[config.mk]
export PLATFORM = sky130hd
export DESIGN_NAME = instr_encoder
export DESIGN_NICKNAME = d
export VERILOG_FILES = /design/src/rtl/instr_encoder.sv
export SDC_FILE = /design/constraint.sdc
export NUM_CORES = 1
export LEC_CHECK = 0
export ABC_CLOCK_PERIOD_IN_PS = 2950
export CAP_MARGIN = 25
export CORE_AREA = 2 2 82 84
export DETAILED_ROUTE_END_ITERATION = 16
export DIE_AREA = 0 0 84 86
export HOLD_SLACK_MARGIN = 0.02
export PLACE_DENSITY = 0.77
export SLEW_MARGIN = 20
export SYNTH_ARGS = -nofsm -noshare
export SYNTH_HDL_FRONTEND = slang
export SYNTH_SLANG_ARGS = --single-unit
[constraint.sdc]
create_clock -name clk -period 2.95 [get_ports clk]
set_input_delay 0.295 -clock clk [delete_from_list [all_inputs] [get_ports clk]]
set_output_delay 0.295 -clock clk [all_outputs]
set_load 0.02 [all_outputs]
[src/rtl/instr_encoder.sv]
// Streaming RV32I load/store/branch encoder: range-checks the immediate, scatters it
// into the instruction word and emits it with a sequential word address.
module instr_encoder #(
  parameter int DEPTH       = 64,
  parameter bit HALT_ON_ERR = 1'b0
) (
  input  logic                       clk,
  input  logic                       reset,
  input  logic                       restart,
  input  logic                       in_valid,
  output logic                       in_ready,
  input  logic [1:0]                 in_fmt,
  input  logic [2:0]                 in_funct3,
  input  logic [4:0]                 in_rd,
  input  logic [4:0]                 in_rs1,
  input  logic [4:0]                 in_rs2,
  input  logic [31:0]                in_imm,
  output logic                       out_valid,
  input  logic                       out_ready,
  output logic [31:0]                out_instr,
  output logic [$clog2(DEPTH)-1:0]   out_addr,
  output logic [$clog2(DEPTH):0]     count,
  output logic                       full,
  output logic                       err,
  output logic [1:0]                 err_code,
  output logic [7:0]                 err_cnt
);

  localparam int AW = $clog2(DEPTH);
  localparam int CW = AW + 1;

  localparam logic [6:0] OP_LOAD   = 7'b0000011;
  localparam logic [6:0] OP_STORE  = 7'b0100011;
  localparam logic [6:0] OP_BRANCH = 7'b1100011;

  typedef enum logic {RUN, HALT} state_e;

  state_e         state_q;
  logic [CW-1:0]  count_q;
  logic           out_valid_q;
  logic [31:0]    out_instr_q;
  logic [AW-1:0]  out_addr_q;
  logic           err_q;
  logic [1:0]     err_code_q;
  logic [7:0]     err_cnt_q;

  logic           full_d;
  logic           fire_d;
  logic           imm_is_ok_d;
  logic           imm_b_ok_d;
  logic [1:0]     code_d;
  logic [31:0]    instr_d;

  assign full_d = (count_q == CW'(DEPTH));
  assign in_ready = (state_q == RUN) && !full_d && !restart && !reset &&
                    (!out_valid_q || out_ready);
  assign fire_d = in_valid && in_ready;

  // Immediate must be the sign extension of its encodable low bits.
  assign imm_is_ok_d = (&in_imm[31:11]) || !(|in_imm[31:11]);
  assign imm_b_ok_d  = (&in_imm[31:12]) || !(|in_imm[31:12]);

  always_comb begin
    code_d = 2'd0;
    if (in_fmt == 2'd3) begin
      code_d = 2'd3;
    end else if (in_fmt == 2'd2) begin
      if (in_imm[0])        code_d = 2'd2;
      else if (!imm_b_ok_d) code_d = 2'd1;
    end else if (!imm_is_ok_d) begin
      code_d = 2'd1;
    end
  end

  always_comb begin
    instr_d = '0;
    case (in_fmt)
      2'd0: instr_d = {in_imm[11:0], in_rs1, in_funct3, in_rd, OP_LOAD};
      2'd1: instr_d = {in_imm[11:5], in_rs2, in_rs1, in_funct3, in_imm[4:0], OP_STORE};
      2'd2: instr_d = {in_imm[12], in_imm[10:5], in_rs2, in_rs1, in_funct3,
                       in_imm[4:1], in_imm[11], OP_BRANCH};
      default: instr_d = '0;
    endcase
  end

  always_ff @(posedge clk) begin
    if (reset || restart) begin
      state_q     <= RUN;
      count_q     <= '0;
      out_valid_q <= 1'b0;
      out_instr_q <= '0;
      out_addr_q  <= '0;
      err_q       <= 1'b0;
      err_code_q  <= 2'd0;
      err_cnt_q   <= 8'd0;
    end else begin
      if (out_valid_q && out_ready) out_valid_q <= 1'b0;
      if (fire_d) begin
        if (code_d == 2'd0) begin
          out_valid_q <= 1'b1;
          out_instr_q <= instr_d;
          out_addr_q  <= count_q[AW-1:0];
          count_q     <= count_q + CW'(1);
        end else begin
          // Rejected word is consumed but never emitted.
          err_q      <= 1'b1;
          err_code_q <= code_d;
          if (err_cnt_q != 8'hFF) err_cnt_q <= err_cnt_q + 8'd1;
          if (HALT_ON_ERR) state_q <= HALT;
        end
      end
    end
  end

  assign out_valid = out_valid_q;
  assign out_instr = out_instr_q;
  assign out_addr  = out_addr_q;
  assign count     = count_q;
  assign full      = full_d;
  assign err       = err_q;
  assign err_code  = err_code_q;
  assign err_cnt   = err_cnt_q;

endmodule

==> results of run 1 <==
==> path summary, 6_finish.rpt <==
kind                               from                    endpoint  cells after the start
max               count[0]$_SDFFE_PP0P_                        full                      5
min          out_instr[27]$_SDFFE_PP0P_  out_instr[27]$_SDFFE_PP0P_                      2
max reg2reg       count[0]$_SDFFE_PP0P_  out_instr[13]$_SDFFE_PP0P_                      8
min reg2reg  out_instr[27]$_SDFFE_PP0P_  out_instr[27]$_SDFFE_PP0P_                      2
==> metrics by stage <==
step | instances | cell area (um2) | total power, mW | hold slack, ns | setup slack (ns)
2_1_floorplan | 299 | 2577 | 0.8007 | 0.4383 | 0.4646
3_3_place_gp | 472 | 3762 | 0.9018 | 0.4453 | 0.1534
3_5_place_dp | 472 | 3762 | 0.9030 | 0.4499 | 0.1072
4_1_cts | 480 | 3879 | 1.401 | 0.4629 | 0.1551
5_1_grt | 480 | 3879 | 1.450 | 0.4938 | 0.05292
6_report | 480 | 3879 | 1.393 | 0.4596 | 0.1765
==> state kept, by name (all words and copies together), names as in the netlist <==
signal	cells
out_addr	6
out_instr	28
err_code	2
err	1
out_valid	1
err_cnt	8
count	7
==> kinds of logic after synthesis <==
| logic type | Yosys count | synth area share (%) |
|---|---|---|
| AO/OA/AOI/OAI | 91 | 24.54 |
| adder cells (fa/ha/maj) | 7 | 3.408 |
| buffers and inverters | 34 | 5.793 |
| flip-flops | 53 | 41.29 |
| multiplexers | 5 | 1.947 |
| other | 1 | 0.1459 |
| AND/OR/NAND/NOR | 106 | 22.88 |
==> layout by cell type, fill, tap and decap left out, types with 2 or more instances in the layout <==
cell             instances
o31ai_1                 16
nor4_1                   3
a21oi_1                 10
mux2i_1                  5
nor2_4                   2
nand2b_1                 2
or3_1                    3
nor2_1                   9
clkdlybuf4s50_1        112
buf_4                   10
nand4_1                 22
ha_1                     7
inv_1                    8
conb_1                   3
o211ai_1                13
nand3_1                 10
or2_2                    2
nor3_1                   3
o41ai_1                  2
or4_1                    6
o21a_1                   2
nand2_1                 34
dfxtp_1                 53
clkbuf_8                 6
a22oi_1                 10
or4b_2                   2
o21ai_0                 25
==> critical path, stage by stage, from the launching register on <==
cell,delay [ns]
dfxtp_1,0.38
inv_1,0.12
ha_1,0.15
or4b_2,0.64
nor2_1,0.23
clkdlybuf4s50_1,0.66
==> power by group <==
part	internal, mW	leakage, nW	total (mW)	switching [mW]
clock	0.277	0.0585	0.506	0.229
sequential	0.717	0.427	0.720	0.00214
combinational	0.0926	0.830	0.168	0.0753
total	1.09	1.32	1.39	0.306
==> routing by layer <==
layer / vias to the layer above / global-route usage, % / wire length [um]
li1: 1330 / - / -
met5: - / 0 / 0
met4: 0 / 5.425 / 82
met2: 97 / 34.69 / 3426
met3: 11 / 5.101 / 472
met1: 1249 / 25.74 / 3353
==> layout make-up <==
class / instances / area share (%)
inverters: 8 / 0.7742
clock inverters: 1 / 0.7742
clock buffers: 7 / 2.226
multi-input cells: 212 / 35.55
repair buffers: 122 / 30.84
well taps: 77 / 2.484
flip-flops and latches: 53 / 27.35
==> metrics.txt, run 1 <==
transition time of the tightest slew-check pin between 0.5 and 0.6 ns; CTS clock-pin slew for the worst setup and hold paths 0.09 ns; Post-Synthesis Cells roughly 300; chip width 84 um; setup TNS 0 ns; most numerous cell in the Yosys netlist dfxtp_1; number of design-rule violations left by the first detailed-router iteration 134; Vias approximately 2700; library cell with the largest summed area after synthesis dfxtp_1; dominant register cell in the synthesized netlist dfxtp_1; via count of the first global-routing pass 2627; setup slack of the most critical reg-to-reg path 0.41 ns; Warnings, synthesis 0; Post-synth EDFFs 0; Worst-Skew Late Latency 0.29 ns; fraction of synthesis flops using an asynchronous set or reset pin 0%; startpoint type of the worst setup path register; number of buffers inserted by port buffering 112; clk root buf clkbuf_8; wire length of the first global-routing pass approximately 12 mm; share of the clock period used by the worst path 94.02%; power density cells about 360 nW/um2; unrepaired setup endpoints after global routing no; Final GP Congestion 0.8085; number of synthesized register bits 53; top post-synthesis cells by count dfxtp_1 (53), nand2_1 (34), o21ai_0 (25); type of the worst setup path reg -> out; CTS tree yes; CP arrival 2.48 ns; number of nets at the end of the flow ~470; # setup viols final 0; sum of routed wire length over all layers 7.335 mm; skew final around 0.0056 ns; number of hold violations in the final report 0; kind of end point of the critical path output pin; final global-route overflow total 0; final routed DRC violation total 0; post-detail-place hpwl between 5 and 6 mm; top cells by area in the synthesized netlist dfxtp_1 (41%), nand4_1 (5.4%), nand2_1 (5.0%); Final Slew Violations 0; Mean Syn Cell Area roughly 8.7 um2; 1st-pass router iterations 4; Hold-fix buffers, CTS 0; Max rail drop VDD around 0.20 mV; Die Ht between 80 and 90 um; Std-Cell Core Area around 6300 um2; minimum clock period between 2 and 3 ns; via-per-instance ratio roughly 5.6; post-CTS resize count 0; clock tree sinks 53; I/O Pins 116; Post-CTS Setup Bufs 0; remaining antenna violation count after routing 0; achievable frequency 0.3605 GHz; initial cell density of the core approximately two fifths; number of different library cells in the post-synthesis netlist 47; Leak Pwr between 1 and 1.5 nW; Clock Path Buffers 2; outcome finished clean; sequential-to-total area share from yosys stat roughly 41%; maximum level of the CTS H-tree 2; top cell type's share of synthesized area 41.29%; sequential cell area between 1000 and 1500 um2; CP Max Fanout 7; share of layout cells above drive strength 1 7.444%; total of fill cells in the finished design between 500 and 600; floorplan die area 7224 um2; Multi-input gate area roughly 1400 um2; class of the tightest hold or removal check reg -> reg; total standard cell area after synthesis between 2000 and 3000 um2; ANT cells 0; worst-case headroom to the max-slew limit 60.00%; pin count of the biggest net entering global routing 45; number of buffers created by CTS 5; routed wire length per instance between 15 and 20 um; max capacitance violation total 0; post-synthesis to final-layout area growth 50.93%; critical path data required time 2.65 ns; total global routing track utilization between 20% and 30%; standard-cell row count 29; antenna violations before repair 0; core utilization of the finished layout about three fifths
Note: power is estimated with default switching activity, not from simulation.
==> inputs of run 2 (changes only) <==
--- a/config.mk
+++ b/config.mk
@@ -8,6 +8,7 @@
 export ABC_CLOCK_PERIOD_IN_PS = 2950
 export CAP_MARGIN = 25
 export CORE_AREA = 2 2 82 84
+export CTS_CLUSTER_SIZE = 14
 export DETAILED_ROUTE_END_ITERATION = 16
 export DIE_AREA = 0 0 84 86
 export HOLD_SLACK_MARGIN = 0.02
==> results of run 2 <==
No change in the layout: final DEF, timing and power equal those of run 1.
==> RTL change 1: new RTL, config.mk and constraints of run 2 <==
The parameter `DEPTH` goes from 64 to 128.
--- a/src/rtl/instr_encoder.sv
+++ b/src/rtl/instr_encoder.sv
@@ -1,7 +1,7 @@
 // Streaming RV32I load/store/branch encoder: range-checks the immediate, scatters it
 // into the instruction word and emits it with a sequential word address.
 module instr_encoder #(
-  parameter int DEPTH       = 64,
+  parameter int DEPTH       = 128,
   parameter bit HALT_ON_ERR = 1'b0
 ) (
   input  logic                       clk,
Ports: changed (resized count and out_addr); port bits go from 116 to 118. The function was not compared with the original's and may differ.
==> RTL change 1 against run 2 <==
Synthesized area rose by 2.3%. Highest routed layer unchanged. Cell area rose by 0.84%. Core utilization rose by 0.52 points. Setup slack improved by 0.16 ns. Sequential power rose by 3.5%. Total power fell by 3.3%. Routed wire length fell by 2.0%. Sequential cell count rose by 2. Largest cell class unchanged. Synthesized cell count fell by 4.4%. Cell count fell by 1.7%. Critical path type unchanged.
==> RTL change 1: results <==
group,metric,value,unit
outcome,status,"complete, no violations",
pwr,power_leakage,0.001441,µW
detailed_routing,avgRoutedWirePerCell,15.23,µm
clocking,cts-root-buf,"clkbuf_8",
placed_design,placed_area,0.003820,mm²
min_path,hp-class,"flop to flop",
detailed_routing,wl_met1,3047,µm
placed_design,gp_congestion,0.8109,
yosys,synth-adder-area-share,3.806,%
yosys,synth_xor_area_share,0.3330,%
yosys,synth.distinct_cells,48,
detailed_routing,drt_iter0_drc,88,
yosys,yosys_warnings,0,
global_routing,met1_usage,23.40,%
sta,worst_pin_slew,0.7500,ns
clocking,cts_buffer_depth,2,
detailed_routing,wl_met3,342,µm
final_layout,fin_nets,460,
worst_setup_path,cp_max_fo,5,
detailed_routing,vias_per_cell,5.398,
sta,hold_viol,0,
final_layout,layout-drive-gt1-share,7.089,%
global_routing,grt_max_degree,35,
yosys,postSynth.asyncResetShare,0,%
placed_design,hpwl,5521,µm
clocking,clk_pin_slew_worst_paths,0.10,ns
global_routing,track_usage,19.64,%
placed_design,portBuffers,114,
yosys,synth_top_cells_by_area,"dfxtp_1, mux2i_1, a22o_1, or3_1, nand2_1",
worst_setup_path,arrival,2.32,ns
yosys,synthMuxAreaShare,5.328,%
clocking,htreeDepth,2,
sta,skew,0.007510,ns
pwr,irDropWorstVdd,0.2721,mV
yosys,synthesis.area,0.002630,mm²
global_routing,use_met3,3.369,%
yosys,ys_seq_area_share,41.86,%
global_routing,grtUsageMet2,36.22,%
global_routing,grt_pass1_vias,2516,
clocking,cts-resized-gates,0,
clocking,clock_latency,0.30,ns
yosys,yosys-top-cells-count,"dfxtp_1, nand2_1, a21oi_1",
sta,slew_viol_final,0,
yosys,synth_compound_area_share,21.55,%
pwr,switchingPower,319.5,µW
detailed_routing,wl_met2,3705,µm
final_layout,largest_reg_flops,28,
global_routing,antenna_found_initial,0,
detailed_routing,routed.top_layer,"met4",
final_layout,n_antenna_cell,0,
global_routing,grt_pass1_wl,11810,µm
yosys,synth_ff_type,"dfxtp_1",
RTL change 1: cell count changes after synthesis, sizes merged, moves of 4 or more:
cell and change:
or3 +14, o21ai -20, or4 -4, a21oi +11, nand2 -8, o31ai -16
a22o +14, mux2i +9, o211ai -8, nor2 +5, clkbuf -10, nand4 -15
RTL change 1: path summary, 6_finish.rpt:
check	start	endpoint	slack, ns	cells past startpoint
worst max-delay path	count[0]	full	0.34	5
worst min-delay path	out_instr[21]	out_instr[21]	0.46	2
worst max register to register	count[0]	out_instr[13]	0.54	9
worst min register to register	out_instr[21]	out_instr[21]	0.46	2
RTL change 1: through the flow:
stage | setup WS, ns | power, µW | instances
floorplan | 0.5528 | 830.1 | 286
global placement | 0.2071 | 929.8 | 465
detailed placement | 0.1464 | 932.5 | 465
CTS | 0.3157 | 1359 | 472
global route | 0.2253 | 1399 | 472
finish | 0.3367 | 1348 | 472
RTL change 1: power groups by stage:
stage          registers (µW)  logic, µW  clock network (µW)
2_1_floorplan             764       65.9                   0
3_3_place_gp              762        168                   0
3_5_place_dp              762        170                   0
4_1_cts                   745        171                 443
5_1_grt                   745        185                 469
6_report                  745        170                 432
RTL change 1: cell type report:
class                   instances  area (µm²)
clock buffers                   6       82.58
clock inverters                 1       8.758
fillers                       531        2366
inverters                       8       30.03
well taps                      77       96.34
flip-flops and latches         55        1101
multi-input cells             204        1399
repair buffers                121        1194
RTL change 1: logic make-up after synthesis:
kind of cell / after synthesis
buf+inv: 27
compound gates: 71
flops: 55
simple gates: 107
xor+xnor: 1
other cells: 1
mux: 14
fa+ha+maj: 8
RTL change 1: critical path, stage by stage (launching register included):
cell,delay (ns)
dfxtp_1,0.37
inv_1,0.11
ha_1,0.14
or4b_1,0.50
nor2_1,0.24
clkdlybuf4s50_1,0.66
==> RTL change 2: new RTL, config.mk and constraints of run 2 <==
Made on the original files. Register the output `count` once more, without a reset; this adds one clock of latency there. The other outputs are not delayed to match.
--- a/src/rtl/instr_encoder.sv
+++ b/src/rtl/instr_encoder.sv
@@ -115,7 +115,9 @@
   assign out_valid = out_valid_q;
   assign out_instr = out_instr_q;
   assign out_addr  = out_addr_q;
-  assign count     = count_q;
+  always_ff @(posedge clk) begin
+    count <= count_q;
+  end
   assign full      = full_d;
   assign err       = err_q;
   assign err_code  = err_code_q;
Check against the original RTL: not equivalent (a bounded check fails within 4 cycles, from zero or initial values).
==> RTL change 2 against run 2 <==
Register-to-register slack gained 0.11 ns. Setup slack gained 0.27 ns. Synthesized area grew 3.6%. Combinational power shrank 2%. Sequential power grew 13%. Hold slack lost 0.069 ns. First-iteration DRC count shrank 8.2%. Routed wire length shrank 3.4%. Sequential cell count grew 7. Cell area grew 5.6%. Total power grew 30%. Critical endpoint is now out_instr[20].
==> RTL change 2: results <==
group,metric,value,unit
sta,setup_viol,0,
worst_setup_path,reg2regPathDepth,8,
detailed_routing,wl_met1,3090,µm
clocking,clock_latency,0.34,ns
detailed_routing,drt_iter0_drc,123,
detailed_routing,postRouteAntennaNets,0,
final_layout,layout-drive-gt1-share,8.796,%
detailed_routing,wl_met3,436,µm
global_routing,antenna_found_initial,0,
yosys,yosys_warnings,0,
worst_setup_path,arrival,2.77,ns
clocking,cts_made_buffers,9,
floorplanning,die_area,0.007224,mm²
min_path,min_to,"count[6]",
detailed_routing,wl_met2,3408,µm
clocking,htreeDepth,3,
clocking,postCtsSetupBuffers,0,
sta,whs,0.3902,ns
min_path,holdPathStages,0,
global_routing,grt_pass1_wl,11140,µm
final_layout,fin_nets,491,
final_layout,n_antenna_cell,0,
final_layout,largest_reg_flops,28,
worst_setup_path,rr_endpoint,"err_cnt[7]",
yosys,synth_top_cells_by_area,"dfxtp_1, nand2_1, a21oi_1, nand3_1, ha_1",
yosys,yosys-top-cells-count,"dfxtp_1, nand2_1, a21oi_1, nand3_1",
yosys,synth_ff_type,"dfxtp_1",
yosys,ys_seq_area_share,45.11,%
worst_setup_path,reg2reg_from,"count_q[0]",
worst_setup_path,slowest_delay,0.52,ns
detailed_routing,routed.top_layer,"met4",
global_routing,grt_pass1_vias,2415,
worst_setup_path,worst_path_max_delay_cell,"clkdlybuf4s50_1",
global_routing,grt_max_degree,35,
sta,worst_pin_slew,0.7083,ns
outcome,status,"complete, no violations",
worst_setup_path,r2r_slack,0.52,ns
detailed_routing,drt-pass1-iter-count,4,
worst_setup_path,cp_max_fo,25,
clocking,cts-root-buf,"clkbuf_8",
final_layout,fill_cells,548,
detailed_routing,vias_per_cell,5.299,
clocking,clk_pin_slew_worst_paths,0.07,ns
min_path,holdCritStartpoint,"count_q[6]",
pwr,power_leakage,0.001463,µW
placed_design,gp_congestion,0.7748,
min_path,hp-class,"flop to flop",
clocking,cts_buffer_depth,2,
placed_design,placed_area,0.003872,mm²
global_routing,track_usage,19.14,%
clocking,cts-resized-gates,0,
sta,skew,0.007645,ns
worst_setup_path,crit_start,"in_fmt[0]",
pwr,irDropWorstVdd,0.2686,mV
placed_design,place_ws,0.09794,ns
detailed_routing,avgRoutedWirePerCell,13.92,µm
yosys,synth.distinct_cells,49,
placed_design,hpwl,5245,µm
RTL change 2: cell types whose count changed after synthesis, moves of 5 or more:
cell      change
o21ai_0      -20
nand4_1      -18
nand3_1      +24
a22oi_1       -5
clkbuf_1      -7
a22o_1        +5
a21oi_1      +24
dfxtp_1       +7
or3_1         +7
nand2_1      +24
o31ai_1      -14
o211ai_1     -13
RTL change 2: critical path, delay by kind of cell:
family,cells,cell delay (ns)
and+or+nand+nor,2,0.56
AOI/OAI and AO/OA,4,0.88
buffers and inverters,3,0.82
adders and majority gates,1,0.21
RTL change 2: layout make-up:
cell class	count	area [µm²]	share of cell area, %
clock buffer	10	137.6	3.359
clock inverter	6	87.58	2.137
inverter	7	26.28	0.6412
multi-input combinational	227	1340	32.70
sequential	60	1201	29.31
tap	77	96.34	2.351
timing repair buffer	122	1209	29.50
RTL change 2: power breakdown:
part           internal [µW]  total (µW)  switching (µW)
Combinational           94.2         164            69.5
Sequential               812         813            1.61
Clock                    497         828             331
RTL change 2: per-stage QoR:
| step | total power, µW | util [%] | instances |
|---|---|---|---|
| final | 1805 | 65.28 | 509 |
| after global routing | 1859 | 65.28 | 509 |
| after CTS | 1816 | 65.28 | 509 |
| after detailed placement | 994.9 | 61.69 | 493 |
| after global placement | 991.7 | 61.61 | 493 |
| after floorplan | 892.4 | - | 316 |
RTL change 2: worst max path at each step:
stage                                to  slack (ns)  cells after the start
after floorplan              err_cnt[4]        0.72                      9
after global placement    out_instr[20]        0.22                     10
after detailed placement  out_instr[20]         0.1                     10
after CTS                      in_ready        0.43                      5
after global routing         count_q[5]        0.27                      9
final                     out_instr[20]        0.45                     10
RTL change 2: logic make-up after synthesis:
| group | count (synthesis) | synth area share, % |
|---|---|---|
| buffers and inverters | 29 | 5.310 |
| multiplexers | 4 | 1.504 |
| AO/OA/AOI/OAI | 68 | 17.25 |
| adder cells (fa/ha/maj) | 7 | 3.289 |
| other | 1 | 0.1408 |
| flip-flops | 60 | 45.11 |
| XOR/XNOR | 1 | 0.3290 |
| AND/OR/NAND/NOR | 144 | 27.07 |
RTL change 2: metal layers:
metal / track usage (%) / up-vias
met2: 30.91 / 90
met4: 9.238 / 0
met1: 23.84 / 1248
li1: - / 1347
met3: 5.101 / 12
met5: 0 / -
